==> config.mk <==
export PLATFORM = sky130hd
export DESIGN_NAME = mult8_prod_accum
export DESIGN_NICKNAME = d
export VERILOG_FILES = /design/src/rtl/mult8_prod_accum.sv
export SDC_FILE = /design/constraint.sdc
export NUM_CORES = 1
export LEC_CHECK = 0
export BUFFER_PORTS_ARGS = -buffer_cell sky130_fd_sc_hd__buf_2
export CORE_AREA = 4 4 112 82
export DETAILED_ROUTE_END_ITERATION = 10
export DIE_AREA = 0 0 116 86
export GPL_TIMING_DRIVEN = 0
export HOLD_SLACK_MARGIN = 0.03
export MAX_ROUTING_LAYER = met4
export PLACE_DENSITY_LB_ADDON = 0.15
export SKIP_CTS_REPAIR_TIMING = 1
export SLEW_MARGIN = 20
export SYNTH_ARGS = -nofsm -noshare
export SYNTH_HDL_FRONTEND = slang
export SYNTH_SLANG_ARGS = --single-unit
==> constraint.sdc <==
create_clock -name clk -period 3.25 [get_ports clk]
set_clock_uncertainty 0.05 [all_clocks]
set_input_delay 0.65 -clock clk [delete_from_list [all_inputs] [get_ports clk]]
set_output_delay 0.65 -clock clk [all_outputs]
set_load 0.02 [all_outputs]
==> src/rtl/mult8_prod_accum.sv <==
// Packet accumulator for 16-bit multiplier products with a valid/ready result port.
// Optional macro MAC_SATURATE_EN: clamp the sum at 2^ACC_W-1 instead of wrapping.
module mult8_prod_accum #(
  parameter int unsigned PROD_W = 16,
  parameter int unsigned ACC_W  = 24,
  parameter int unsigned CNT_W  = 8
) (
  input  logic              clk,
  input  logic              rst,
  input  logic              in_valid,
  output logic              in_ready,
  input  logic [PROD_W-1:0] in_prod,
  input  logic              in_last,
  output logic              out_valid,
  input  logic              out_ready,
  output logic [ACC_W-1:0]  out_acc,
  output logic [CNT_W-1:0]  out_cnt,
  output logic              out_ovf
);

  typedef enum logic [1:0] {
    S_IDLE  = 2'd0,
    S_ACCUM = 2'd1,
    S_HOLD  = 2'd2
  } state_t;

  state_t             state_q, state_d;
  logic [ACC_W-1:0]   acc_q, acc_d;
  logic [CNT_W-1:0]   cnt_q, cnt_d;
  logic               ovf_q, ovf_d;
  logic               accept;
  logic [ACC_W:0]     sum;

  always_ff @(posedge clk or posedge rst) begin
    if (rst) begin
      state_q <= S_IDLE;
      acc_q   <= '0;
      cnt_q   <= '0;
      ovf_q   <= 1'b0;
    end else begin
      state_q <= state_d;
      acc_q   <= acc_d;
      cnt_q   <= cnt_d;
      ovf_q   <= ovf_d;
    end
  end

  always_comb begin
    state_d = state_q;
    acc_d   = acc_q;
    cnt_d   = cnt_q;
    ovf_d   = ovf_q;
    in_ready = (state_q != S_HOLD);
    accept   = in_valid & in_ready;
    // one extra bit so the carry-out is visible for overflow detection
    sum = {1'b0, acc_q} + {{(ACC_W + 1 - PROD_W){1'b0}}, in_prod};

    case (state_q)
      S_IDLE, S_ACCUM: begin
        if (accept) begin
`ifdef MAC_SATURATE_EN
          acc_d = sum[ACC_W] ? '1 : sum[ACC_W-1:0];
`else
          acc_d = sum[ACC_W-1:0];
`endif
          ovf_d   = ovf_q | sum[ACC_W];
          cnt_d   = (cnt_q == '1) ? cnt_q : cnt_q + CNT_W'(1);
          state_d = in_last ? S_HOLD : S_ACCUM;
        end
      end
      S_HOLD: begin
        if (out_ready) begin
          state_d = S_IDLE;
          acc_d   = '0;
          cnt_d   = '0;
          ovf_d   = 1'b0;
        end
      end
      default: state_d = S_IDLE;
    endcase
  end

  assign out_valid = (state_q == S_HOLD);
  assign out_acc   = acc_q;
  assign out_cnt   = cnt_q;
  assign out_ovf   = ovf_q;

endmodule

==> results.yml, run 1 <==
yosys:
  synth-seq-area-share_pct: 36.6
  synth_nets: 308
  synth_edf_count: 0
  synth_cell_types: 49
  synthesis.area_sq_um: 2390
  synth_area_per_cell_sq_um: 8.90
  synth_seq_cells: 35
  yosysWarnings: 0
  netlist_instances: 269
  async_flop_share_pct: 100
  synth-main-ff-cell: "dfrtp_1"
worst_setup_path:
  required_ps: 3360
  critical_path.cell_chain: "buf_2 > ha_1 > fa_1 > a211oi_2 > o21bai_2 > a21oi_2 > o31a_1 > buf_6 > nor4_1 > or3_1"
  path_delay_family: "compound AO/OA/AOI/OAI gates"
  worstSetupPathType: "in2reg"
  crit_slowest_cell: "fa_1"
  cpPeakStageDelay_ps: 450
  crit_path_end_kind: "flop"
  start_kind: "input pin"
  worst-path-buf-inv: 2
  worstPathArrival_ps: 2810
  rrSetupSlack_ps: 620
  cp_max_fo: 10
detailed_routing:
  num_vias: 2286
  vias_per_cell: 5.22
  wl_per_cell_microns: 15.8
  drc: 0
  drt_iter0_markers: 98
  ant_nets: 0
  drt-pass1-iter-count: 4
  drt-total-wl_microns: 6930
place:
  dp.cells: 430
  io_buffers: 55
  place_area_sq_um: 2820
  gp_congestion: 0.835
  dp_hpwl_microns: 5230
floorplanning:
  boundaryPins: 56
  rows: 28
  die_x_microns: 116
  coreArea_sq_um: 8200
  die_area_sq_um: 9980
  initial_utilization_pct: 29.2
  fp.dieH_microns: 86
power_and_ir_drop:
  leakagePower_nw: 1.39
  pwr_density_cell_nw_per_um2: 939
  ir_drop_mv: 0.342
timing:
  slew_viol_final: 0
  period_share_pct: 83.1
  max_freq_ghz: 0.370
  worstMarginPinSlew_ps: 631
  rsz0062_at_grt: "no"
  fin_tns_setup_ps: 0
  report.final.hold_viol_count: 0
  min_period_ps: 2700
  finalSetupViolCount: 0
  slew_headroom_pct: 57.8
global_route:
  grt_overflow_total: 0
  grt_start_max_net_pins: 28
  grt_pass1_wl_microns: 11500
  antenna_found_initial: 0
  track_usage_pct: 14.9
  first_global_vias: 2304
cells_and_area:
  syn2layout_area_growth_pct: 24.9
  nNetsFinal: 371
  nFillCells: 858
  layoutNonFillerInstCount: 438
  finalInstanceArea_sq_um: 2990
  multi_input_area_sq_um: 1440
  drive_gt1_share_pct: 22.8
  seq_area_sq_um: 876
  diodes: 0
clock_network:
  cts_made_buffers: 5
  clockBufferDepth: 2
  cts_tree: "yes"
  clk_latency_ps: 280
  cts_sinks: 35
  clkTransAtPathRegs_ps: 60
  cts.root.buffer_cell: "clkbuf_16"
  htreeDepth: 2
outcome:
  outcome: "finished clean"
run:
  cap_violations: 0
hold_path:
  min_path_type: "in2async"
==> cell families after synthesis <==
kind of cell	share of synthesized area [%]
muxes	1.31
DFF	36.6
xor gates and xnor gates	5.85
buffers and inverters	3.35
AOI/OAI and AO/OA	22.8
and+or+nand+nor	20.3
adders and majority gates	9.72
==> Yosys cell counts, drive strengths merged, types with 4 or more instances <==
cell type / instances / area (sq um)
a21o: 6 / 46.3
nand4: 6 / 37.5
o21ai: 26 / 130
nor3: 5 / 30.0
a211oi: 7 / 57.6
nor2: 13 / 48.8
nand2b: 4 / 25.0
nand2: 24 / 90.1
and3: 9 / 56.3
dfrtp: 35 / 876
ha: 17 / 213
xnor2: 5 / 43.8
a21oi: 13 / 68.8
o211ai: 4 / 30.0
a31oi: 5 / 31.3
nand3: 23 / 115
xor2: 11 / 96.3
clkbuf: 10 / 37.5
o41ai: 4 / 35.0
or3: 4 / 25.0
inv: 6 / 22.5
==> worst reg2reg max path, cell delays in order, from the launching register on <==
cell	delay (ps)
dfrtp_1	410
ha_1	230
fa_1	450
a211oi_2	330
o21bai_2	110
a21oi_2	190
o31a_1	160
buf_6	150
nor4_1	60
or3_1	370
==> area by class of cell <==
class                           count  share of cell area (%)
Inverter                            6                   0.753
Multi-Input combinational cell    215                    48.1
Clock buffer                        5                    4.19
Timing Repair Buffer               56                    9.88
Buffer                             13                    1.93
Clock inverter                      3                    1.47
Tap cell                          105                    4.40
Sequential cell                    35                    29.3
==> cells in the final DEF, fill, tap and decap left out, types with 2 or more instances in the layout <==
| master | Yosys | layout |
|---|---|---|
| a211oi_1 | 6 | 6 |
| a21o_1 | 5 | 5 |
| a21oi_1 | 12 | 12 |
| a31oi_1 | 5 | 5 |
| a41oi_1 | 2 | 2 |
| and2_1 | 3 | 3 |
| and3_1 | 9 | 9 |
| buf_2 | 1 | 56 |
| clkbuf_1 | 10 | 10 |
| clkbuf_16 | 0 | 5 |
| dfrtp_1 | 35 | 35 |
| ha_1 | 17 | 17 |
| inv_1 | 6 | 5 |
| mux2i_1 | 2 | 2 |
| nand2_1 | 24 | 24 |
| nand2b_1 | 4 | 4 |
| nand3_1 | 23 | 23 |
| nand4_1 | 6 | 6 |
| nor2_1 | 13 | 13 |
| nor2b_1 | 2 | 2 |
| nor3_1 | 4 | 4 |
| nor4_1 | 2 | 2 |
| o211ai_1 | 4 | 4 |
| o21ai_0 | 26 | 26 |
| o311ai_0 | 3 | 3 |
| o41ai_1 | 4 | 4 |
| or3_1 | 4 | 4 |
| xnor2_1 | 5 | 5 |
| xor2_1 | 11 | 11 |
==> flip-flops by register name (all words and copies together) (netlist names) <==
signal / count
out_cnt: 8
out_ovf: 1
state_q: 2
out_acc: 24
==> metrics by stage <==
stage | hold WS, ps | power [W] | util [%] | setup WS (ps)
floorplan | 390 | 0.00182 | - | 564
global placement | 411 | 0.00223 | 34.2 | 259
detailed placement | 423 | 0.00224 | 34.4 | 271
CTS | 242 | 0.00282 | 36.5 | 553
global route | 255 | 0.00305 | 36.5 | 452
finish | 232 | 0.00281 | 36.5 | 548
==> path summary, 6_finish.rpt <==
check | start | endpoint | depth (start not counted)
setup / recovery | in_prod[0] | out_acc[20]$_DFFE_PP0P_ | 10
hold / removal | rst | out_acc[18]$_DFFE_PP0P_ | 2
setup reg to reg | out_acc[0]$_DFFE_PP0P_ | out_acc[20]$_DFFE_PP0P_ | 9
hold reg to reg | state_q[1]$_DFFE_PP0P_ | state_q[0]$_DFFE_PP0P_ | 1
max in group asynchronous | rst | out_acc[6]$_DFFE_PP0P_ | 3
min in group clk | state_q[1]$_DFFE_PP0P_ | state_q[0]$_DFFE_PP0P_ | 1
==> where the power goes <==
group / switching (W) / total, W / internal [W]
Sequential: 0.000149 / 0.000734 / 0.000586
Combinational: 0.000917 / 0.00151 / 0.000595
Clock: 0.000197 / 0.000559 / 0.000362
==> layer usage <==
| layer | up-vias | GRT usage, % | routed length (microns) |
|---|---|---|---|
| met2 | 56 | 19.8 | 2740 |
| li1 | 1140 | - | - |
| met4 | 0 | 4.32 | 61 |
| met5 | - | - | 0 |
| met3 | 7 | 3.31 | 403 |
| met1 | 1083 | 22.3 | 3720 |
Note: power is estimated with default switching activity, not from simulation.
==> inputs of run 2 (changes only) <==
clock period = 2.5 ns   (was 3.25 ns; I/O delays follow)
==> results.yml, run 2 (synthesis gave the netlist of run 1 again) <==
floorplanning:
  die_area_sq_um: 9980
  fp.dieH_microns: 86
  die_x_microns: 116
  rows: 28
  coreArea_sq_um: 8200
  boundaryPins: 56
  initial_utilization_pct: 29.2
timing:
  min_period_ps: 2410
  report.final.hold_viol_count: 0
  slew_viol_final: 0
  setup_ws_ps: 93.9
  slew_headroom_pct: 57.9
  max_freq_ghz: 0.416
  worstMarginPinSlew_ps: 628
  finalSetupViolCount: 0
  rsz0062_at_grt: "yes"
  period_share_pct: 96.2
cells_and_area:
  diodes: 0
  nNetsFinal: 377
  mostFrequentLayoutCells: "buf_2 (56), dfrtp_1 (35), nand2_1 (24)"
  fin_util_pct: 37.6
  syn2layout_area_growth_pct: 28.9
  largest_reg_flops: 24
  drive_gt1_share_pct: 26.3
  layout_commonest_cell: "buf_2"
global_route:
  first_global_vias: 2252
  grt_pass1_wl_microns: 11400
  grt_start_max_net_pins: 24
  track_usage_pct: 15.0
  grt_overflow_total: 0
  antenna_found_initial: 0
worst_setup_path:
  cpPeakStageDelay_ps: 430
  crit_path_end_kind: "flop"
  required_ps: 2600
  cp_max_fo: 8
  crit_slowest_cell: "fa_2"
  path_delay_family: "compound AO/OA/AOI/OAI gates"
  worst-path-buf-inv: 2
  worstPathArrival_ps: 2500
  r2r_start: "out_acc[0]$_DFFE_PP0P_"
  startpoint: "out_acc[0]$_DFFE_PP0P_"
  critical_path.cell_chain: "ha_4 > fa_2 > a211oi_4 > o21bai_2 > a21oi_2 > o31a_1 > buf_6 > buf_4 > o311a_2 > nor3_2"
  worstSetupPathType: "reg2reg"
  start_kind: "flop"
clock_network:
  clkTransAtPathRegs_ps: 70
  cts.root.buffer_cell: "clkbuf_16"
  htreeDepth: 2
  cts_sinks: 35
  cts_tree: "yes"
  clockBufferDepth: 2
  cts_made_buffers: 5
  clk_latency_ps: 290
detailed_routing:
  drc: 0
  drt_iter0_markers: 92
  ant_nets: 0
  drt-pass1-iter-count: 4
  wl_per_cell_microns: 15.9
  num_vias: 2291
  vias_per_cell: 5.16
  drt-total-wl_microns: 7040
power_and_ir_drop:
  pwr_density_cell_nw_per_um2: 1240
  pwr-share-seq_pct: 25.2
  leakagePower_nw: 1.42
  ir_drop_mv: 0.383
  power_w: 0.00381
  sw_frac_of_total_pct: 44.5
  clkPwrFrac_pct: 19.5
  p_switching_w: 0.00170
  p_comb_share_pct: 55.3
  p_int_w: 0.00212
outcome:
  outcome: "finished clean"
place:
  dp_hpwl_microns: 5280
  place_ws_ps: -305
  io_buffers: 55
  gp_congestion: 0.797
run:
  cap_violations: 0
hold_path:
  min_path_type: "in2async"
-- run 2: layout make-up --
type,count,area [sq um]
Sequential cell,35,876
Tap cell,105,131
Clock buffer,5,125
Clock inverter,3,47.5
Fill cell,872,5110
Inverter,6,22.5
Timing Repair Buffer,63,352
Buffer,12,53.8
Multi-Input combinational cell,215,1480
-- run 2: stage by stage --
stage | cell area (sq um) | instances | setup TNS, ps | hold WS [ps]
after floorplan | 2390 | 269 | 0 | 390
after global placement | 2800 | 429 | -1320 | 408
after detailed placement | 2820 | 430 | -1310 | 422
after CTS | 2990 | 438 | -123 | 131
after global routing | 3090 | 444 | -23.2 | 144
final | 3090 | 444 | 0 | 116
-- run 2: path summary, 6_finish.rpt --
path / depth (start not counted) / slack, ps / to
setup reg to reg: 10 / 90 / out_ovf$_DFFE_PP0P_
setup / recovery: 10 / 90 / out_ovf$_DFFE_PP0P_
hold / removal: 2 / 120 / out_cnt[3]$_DFFE_PP0P_
max in group asynchronous: 3 / 1830 / out_acc[11]$_DFFE_PP0P_
hold reg to reg: 1 / 430 / state_q[0]$_DFFE_PP0P_
min in group clk: 2 / 350 / state_q[0]$_DFFE_PP0P_
-- run 2: per-layer routing --
metal	wire (microns)	up-vias	part of all wire, %	GRT usage [%]
met5	0	-	0	-
met1	3850	1096	55	22.6
li1	-	1145	-	-
met2	2830	45	40	20.1
met4	51	0	0.72	3.37
met3	306	5	4.3	3.46
-- run 2: worst reg2reg max path, stage by stage (launching register included) --
cell      delay, ps
dfrtp_1         420
ha_4            190
fa_2            430
a211oi_4        290
o21bai_2         90
a21oi_2         150
o31a_1          170
buf_6           140
buf_4           130
o311a_2         180
nor3_2           40
-- run 2: power groups by stage --
stage / Combinational (W) / Sequential (W) / Clock (W)
2_1_floorplan: 0.00121 / 0.00116 / 0
3_5_place_dp: 0.00195 / 0.000968 / 0
5_1_grt: 0.00234 / 0.00100 / 0.000793
6_report: 0.00211 / 0.000962 / 0.000744
4_1_cts: 0.00197 / 0.000961 / 0.000759
3_3_place_gp: 0.00194 / 0.000965 / 0
